==> src/rtl/ring_osc_freq_meter.sv <==
// Ring-oscillator frequency meter: enables the ring, synchronizes its output and counts rising
// edges over a programmable clk window. Define RING_GATE_EN to stop the ring outside WARMUP/MEASURE.
module ring_osc_freq_meter #(
  parameter int CNT_W       = 16,
  parameter int WIN_W       = 16,
  parameter int WARM_CYCLES = 8
) (
  input  logic             clk,
  input  logic             reset,
  input  logic             start,
  input  logic [WIN_W-1:0] win_cycles,
  input  logic             osc_in,
  output logic             ring_en,
  output logic             busy,
  output logic             done,
  output logic [CNT_W-1:0] count,
  output logic             overflow
);

  localparam int WARM_W = $clog2(WARM_CYCLES);

  typedef enum logic [1:0] {
    S_IDLE,
    S_WARMUP,
    S_MEASURE,
    S_DONE
  } state_e;

  state_e            state_q, state_d;
  logic [WIN_W-1:0]  win_q, win_d;
  logic [WIN_W-1:0]  win_cnt_q, win_cnt_d;
  logic [WARM_W-1:0] warm_q, warm_d;
  logic [CNT_W-1:0]  count_q, count_d;
  logic              ovf_q, ovf_d;
  logic              busy_q, done_q;
  logic [2:0]        sync_q;   // [0]=s1, [1]=s2, [2]=s3 (edge history)
  logic              osc_rise;

  assign osc_rise = sync_q[1] & ~sync_q[2];

  // NOTE: every variable gets a default before the case so no path leaves it unassigned
  // (which would infer a latch).
  always_comb begin
    state_d   = state_q;
    win_d     = win_q;
    win_cnt_d = win_cnt_q;
    warm_d    = warm_q;
    count_d   = count_q;
    ovf_d     = ovf_q;
    unique case (state_q)
      S_IDLE: begin
        if (start) begin
          win_d   = win_cycles;
          count_d = '0;
          ovf_d   = 1'b0;
          warm_d  = WARM_W'(WARM_CYCLES - 1);
          state_d = S_WARMUP;
        end
      end
      S_WARMUP: begin
        if (warm_q == '0) begin
          if (win_q == '0) begin
            state_d = S_DONE;
          end else begin
            win_cnt_d = win_q;
            state_d   = S_MEASURE;
          end
        end else begin
          warm_d = warm_q - 1'b1;
        end
      end
      S_MEASURE: begin
        if (osc_rise) begin
          if (&count_q) ovf_d = 1'b1;
          else          count_d = count_q + 1'b1;
        end
        win_cnt_d = win_cnt_q - 1'b1;
        // The cycle the counter reads 1 is the last one sampled.
        if (win_cnt_q == WIN_W'(1)) state_d = S_DONE;
      end
      S_DONE:  state_d = S_IDLE;
      default: state_d = S_IDLE;
    endcase
  end

  // NOTE: sequential state uses non-blocking assignments so every flop samples pre-edge values.
  always_ff @(posedge clk) begin
    if (reset) begin
      state_q   <= S_IDLE;
      win_q     <= '0;
      win_cnt_q <= '0;
      warm_q    <= '0;
      count_q   <= '0;
      ovf_q     <= 1'b0;
      busy_q    <= 1'b0;
      done_q    <= 1'b0;
      sync_q    <= '0;
    end else begin
      state_q   <= state_d;
      win_q     <= win_d;
      win_cnt_q <= win_cnt_d;
      warm_q    <= warm_d;
      count_q   <= count_d;
      ovf_q     <= ovf_d;
      busy_q    <= (state_d == S_WARMUP) || (state_d == S_MEASURE);
      done_q    <= (state_d == S_DONE);
      sync_q    <= {sync_q[1:0], osc_in};
    end
  end

  assign busy     = busy_q;
  assign done     = done_q;
  assign count    = count_q;
  assign overflow = ovf_q;

`ifdef RING_GATE_EN
  // The ring runs exactly while a measurement is in WARMUP or MEASURE, i.e. while busy.
  assign ring_en = busy_q;
`else
  assign ring_en = 1'b1;
`endif

endmodule

==> config.mk <==
export PLATFORM = sky130hd
export DESIGN_NAME = ring_osc_freq_meter
export DESIGN_NICKNAME = d
export VERILOG_FILES = /design/src/rtl/ring_osc_freq_meter.sv
export SDC_FILE = /design/constraint.sdc
export NUM_CORES = 1
export LEC_CHECK = 0
export CAP_MARGIN = 10
export CORE_MARGIN = 2
export CORE_UTILIZATION = 54
export CTS_CLUSTER_SIZE = 10
export DETAILED_ROUTE_END_ITERATION = 6
export PLACE_DENSITY = 0.86
export SETUP_SLACK_MARGIN = 0.3
export SLEW_MARGIN = 30
export SYNTH_ARGS = -nofsm -noshare
export SYNTH_HDL_FRONTEND = slang
export SYNTH_SLANG_ARGS = --single-unit
export TNS_END_PERCENT = 100
==> constraint.sdc <==
create_clock -name clk -period 2 [get_ports clk]
set_input_delay 0.4 -clock clk [delete_from_list [all_inputs] [get_ports clk]]
set_output_delay 0.4 -clock clk [all_outputs]
set_load 0.02 [all_outputs]
# After elaboration in Yosys (flattened, before gate mapping)

Cells that the tools add are included.

Bits in registers: 59
Input bits: 20
Output and inout port bits: 20
Word-level logic and storage cells: 60

$add $sub $neg: 3
Equality and inequality tests: 14
Muxes and demuxes: 19
Bitwise gates (word level): 2
Reductions and logical operators: 13

Operators with widths:

| cell                                                                   | number |
|---|---|
| 16-bit two-way mux                                                     | 5 |
| 16-bit one-hot mux with 2 select lines                                 | 2 |
| 16-bit by 1-bit adder with 16-bit output, second input constant        | 1 |
| 16-bit by 1-bit equality test with 1-bit output, second input constant | 1 |
| 16-bit zero test                                                       | 1 |
| 16-bit AND reduction                                                   | 1 |
| 16-bit by 1-bit subtractor with 16-bit output, second input constant   | 1 |
| 2-bit inequality test, second input constant                           | 7 |
| 2-bit equality test, second input constant                             | 4 |
| 2-bit one-hot mux with 4 select lines                                  | 1 |
| 4-bit AND reduction                                                    | 2 |
| 2-bit two-way mux                                                      | 3 |
| 3-bit two-way mux                                                      | 2 |
| 3-bit one-hot mux with 2 select lines                                  | 1 |
| 3-bit AND reduction                                                    | 2 |
| 2-bit nonzero test                                                     | 3 |
| 2-bit by 1-bit equality test with 1-bit output, second input constant  | 2 |
| 1-bit two-way mux                                                      | 4 |
| 3-bit zero test                                                        | 1 |
| 3-bit by 1-bit subtractor with 3-bit output, second input constant     | 1 |
| 2-bit zero test                                                        | 1 |
| 1-bit one-hot mux with 2 select lines                                  | 1 |
| 2-bit AND reduction                                                    | 1 |
| 1-bit bitwise AND                                                      | 1 |
| 2 further kinds                                                        | 2 |

# Depth between registers and ports, before layout

Depth after elaboration: 6
Gate-level depth with buffers: 8
Mapped depth without buffers: 7

# Worst setup path before layout

No wires, ideal clock.

Path type: reg-to-reg
From: reg count_q[4], in the netlist count[4]
To: reg count_q[15], in the netlist count[15]
Library setup time: 59 ps
Data arrival time: 1,755 ps
Required time: 1,941 ps
Path slack: 186 ps
Cell stages (with the launch flop): 6
Path buffers: 0
Period minus slack after synthesis: 1,814 ps
Cell sequence: dfxtp_1 nand4_1 nor3_4 nand3b_1 or4_1 nand2_1

Longest elaborated chain between the ends: 4
Elaborated cells on any way between the ends: 7
Classes of those cells: add/sub (1); eq/ne (1); mux (3); reduce/logical (2)

Ends and longest elaborated chain:

| item                                     | line | source |
|---|---|---|
| start: declaration                       | 33   | `logic [CNT_W-1:0] count_q, count_d;` |
| start signal: assignment                 | 103  | `count_q <= count_d;` |
| 16-bit by 1-bit adder with 16-bit output | 75   | `else count_d = count_q + 1'b1;` |
| 16-bit two-way mux                       | 74   | `if (&count_q) ovf_d = 1'b1;` |
| 16-bit two-way mux                       | 73   | `if (osc_rise) begin` |
| 16-bit one-hot mux with 2 select lines   | 50   | `unique case (state_q)` |

Several ways; a longest one is shown, not always the timed one. The select of a mux whose other input is x is not followed.
A chain may end at the register's enable or synchronous reset.

# Worst setup path in the final report

From: reg win_q[14]
To: reg busy_q, in the netlist busy

Longest elaborated chain between the ends: 6
Elaborated cells on any way between the ends: 7
Classes of those cells: eq/ne (2); mux (3); reduce/logical (2)

Ends and longest elaborated chain:

| item                                                                                         | line | source |
|---|---|---|
| start: declaration                                                                           | 30   | `logic [WIN_W-1:0] win_q, win_d;` |
| start signal: assignment                                                                     | 100  | `win_q <= win_d;` |
| 16-bit zero test (*)                                                                         | 62   | `if (win_q == '0) begin` |
| 1-bit two-way mux (*)                                                                        | 62   |  |
| 2-bit two-way mux (*)                                                                        | 61   | `if (warm_q == '0) begin` |
| 2-bit one-hot mux with 4 select lines (*)                                                    | 50   |  |
| named net state_d[0]                                                                         | 29   | `state_e state_q, state_d;` |
| 2-bit by 1-bit equality test with 1-bit output / 2-bit equality test (equally long branches) | 105  | `busy_q <= (state_d == S_WARMUP) \|\| (state_d == S_MEASURE);` |
| 1-bit logical OR (*)                                                                         | 105  |  |
| end signal: assignment                                                                       | 105  |  |
| end: declaration                                                                             | 35   | `logic busy_q, done_q;` |

The timed path passes the listed nets; every way through them passes the cells marked *.

==> impl_metrics.yaml <==
status:
  status: "finished clean"
clock_network:
  cts_tree: "built"
  htree_levels: 3
  numClockSinks: 59
  holdBufCountCts: 0
  numCtsBuffers: 9
  clk_latency_ns: 0.34
  cts-root-buf: "clkbuf_8"
  clk_pin_slew_worst_paths_ns: 0.06
  clock_path_buffers: 2
worst_setup_path:
  crit_path_start_kind: "flop"
  cp_max_fo: 4
  r2r_cells: 6
  r2r_start: "win_q[14]"
  worstSetupEndpointType: "flop"
  r2r_end: "busy"
  cp_data_arrival_time_ns: 2.04
  rrSetupSlack_ns: 0.18
  path_class: "flop to flop"
  cp.required_ns: 2.21
synth:
  synth_largest_area_cell: "dfxtp_1"
  ys_top_cells_by_count: "dfxtp_1, nand2_1, a21oi_1"
  synth_top_family_by_area: "simple AND/OR/NAND/NOR gates"
  syn_area_um2: 2813
  yosysSeqAreaShare: 0.4199
  synth_seq_cells: 59
  muxShareOfSynthArea: 0.01112
  synthTopCellsByArea: "dfxtp_1, a21oi_1, nand2_1, nor2_1, nand3_1"
  synth_cells: 334
  synth_xor_area_frac: 0.03114
  yosys_warnings: 0
  synth_edf_count: 0
  ys_async_sr_fraction: 0
  synth_adder_area_share: 0.02669
  synthSimpleGateAreaFrac: 0.2980
  yosysMostFrequentCell: "dfxtp_1"
  synth.avg_cell_area_um2: 8.421
  synth_compound_area_frac: 0.1762
  synth_cell_types: 57
  synth_top_area_frac: 0.4199
  syn_nets: 360
  synth_flop_cell: "dfxtp_1"
drt:
  drc: 0
  vias: 2876
  vias_per_cell: 5.992
  wl_per_cell_um: 17.11
  drt_iter0_markers: 286
  ant_nets: 0
  wirelength_um: 8211
  firstDrtPassIters: 5
timing:
  max_freq_ghz: 0.5490
  rsz0062_at_grt: "yes"
  finalSetupViolCount: 0
  fin_skew_ns: 0.005782
  hold_viol: 0
  drv_slew: 0
  hold_ws_ns: 0.4629
  layout_min_cycle_time_ns: 1.822
  fin_crit_sh: 0.9108
min_path:
  holdPathStages: 1
  hold_path.class: "flop to flop"
  holdPathEnd: "sync_q[1]"
  worstHoldStart: "sync_q[0]"
cells_and_area:
  finish.utilization: 0.7700
  nets: 431
  num_antenna_cells: 0
  final_area_um2: 3908
  syn_to_final_growth_pct: 38.92
  final_cells: 480
  layout-drive-gt1-share: 0.2780
grt:
  grt-ovfl-total: 0
  grt_max_degree: 46
  grt_pass1_vias: 2656
  grt_pass1_wl_um: 12380
  track_usage: 0.2650
  antenna_found_initial: 0
floorplanning:
  chipWidth_um: 76.17
  ios: 40
  initial_utilization: 0.5542
  core.rowCount: 26
  core_region_area_um2: 5075
  die_h_um: 76.17
  die_area_um2: 5802
run:
  maxCapViolCount: 0
pwr:
  p_per_area_nw_per_um2: 852.2
  peakVddDrop_mv: 0.5337
  p_leak_nw: 1.510
  finalPower_mw: 3.330
placed_design:
  dp_hpwl_um: 4762
  placed_cells: 449
  port_buffers: 38
  placed_area_um2: 3403
  place_congestion: 0.8363
## registers in the layout (all words and copies together) (netlist names)
register / flops
win_cnt_q: 16
busy: 1
overflow: 1
done: 1
sync_q: 3
state_q: 2
win_q: 16
warm_q: 3
count: 16
## cells by family after synthesis
logic type | after synthesis
AO/OA/AOI/OAI | 76
XOR/XNOR | 10
adder cells (fa/ha/maj) | 6
buffers and inverters | 22
flip-flops | 59
multiplexers | 3
other | 1
AND/OR/NAND/NOR | 157
## per-layer routing
metal  part of all wire  wire length, um  vias to the layer above  global-route usage
met1               0.40             3280                     1368              0.3225
met2               0.49             4024                      131              0.4339
met5                  0                0                        -                   0
met4              0.040              331                        0              0.1364
met3              0.070              574                       36             0.06872
li1                   -                -                     1341                   -
## worst max path at each step
stage | startpoint | endpoint | slack, ns | cells after the start
final | win_q[14] | busy | 0.18 | 6
after global routing | warm_q[0] | busy | 0.13 | 7
after CTS | win_q[6] | win_cnt_q[6] | 0.25 | 5
after detailed placement | start | count[9] | -0.22 | 6
after global placement | start | count[7] | -0.16 | 6
after floorplan | count[8] | count[15] | 0.28 | 5
## report_power, final
group | internal (mW) | leakage, nW | switching, mW
Combinational | 0.404 | 0.916 | 0.432
Sequential | 1.27 | 0.487 | 0.115
Clock | 0.641 | 0.106 | 0.469
## layout make-up
class / instances / area (um^2)
flip-flops and latches: 59 / 1204
clock inverters: 4 / 48.80
multi-input cells: 253 / 1727
repair buffers: 76 / 663.1
inverters: 6 / 22.52
fillers: 324 / 1167
clock buffers: 12 / 155.1
well taps: 70 / 87.58
## critical path, stage by stage, from the launching register on
cell and delay (ns):
dfxtp_2 0.36, nor4_4 0.32, nand4_1 0.27, a21o_1 0.25, nand3_1 0.12, ha_1 0.25, nor2b_1 0.13
## cells in the final DEF, fill, tap and decap left out, types with 4 or more instances in the layout
cell,count
nor2_1,25
a31oi_1,8
buf_4,36
dfxtp_1,47
nor2b_1,11
o211ai_1,4
nor3_1,9
o21ai_0,4
clkbuf_8,11
dfxtp_2,9
nand3_1,17
a21oi_1,36
xnor2_1,7
nand2_1,44
dlygate4sd2_1,17
inv_1,6
nor2_2,4
clkdlybuf4s50_1,20
nor4_2,6
## through the flow
stage          TNS [ns]  setup slack, ns
3_5_place_dp     -1.469          -0.2167
5_1_grt               0           0.1254
3_3_place_gp    -0.7735          -0.1629
6_report              0           0.1785
2_1_floorplan         0           0.2781
4_1_cts               0           0.2500
## repair_timing
action | 4_1_cts | 5_1_grt
pin swaps | 17 | 12
setup buffers | 9 | 6
gates cloned | 0 | 0
setup endpoints to repair | 43 | 35
resized for setup | 42 | 25
(Power assumes the default switching activity.)
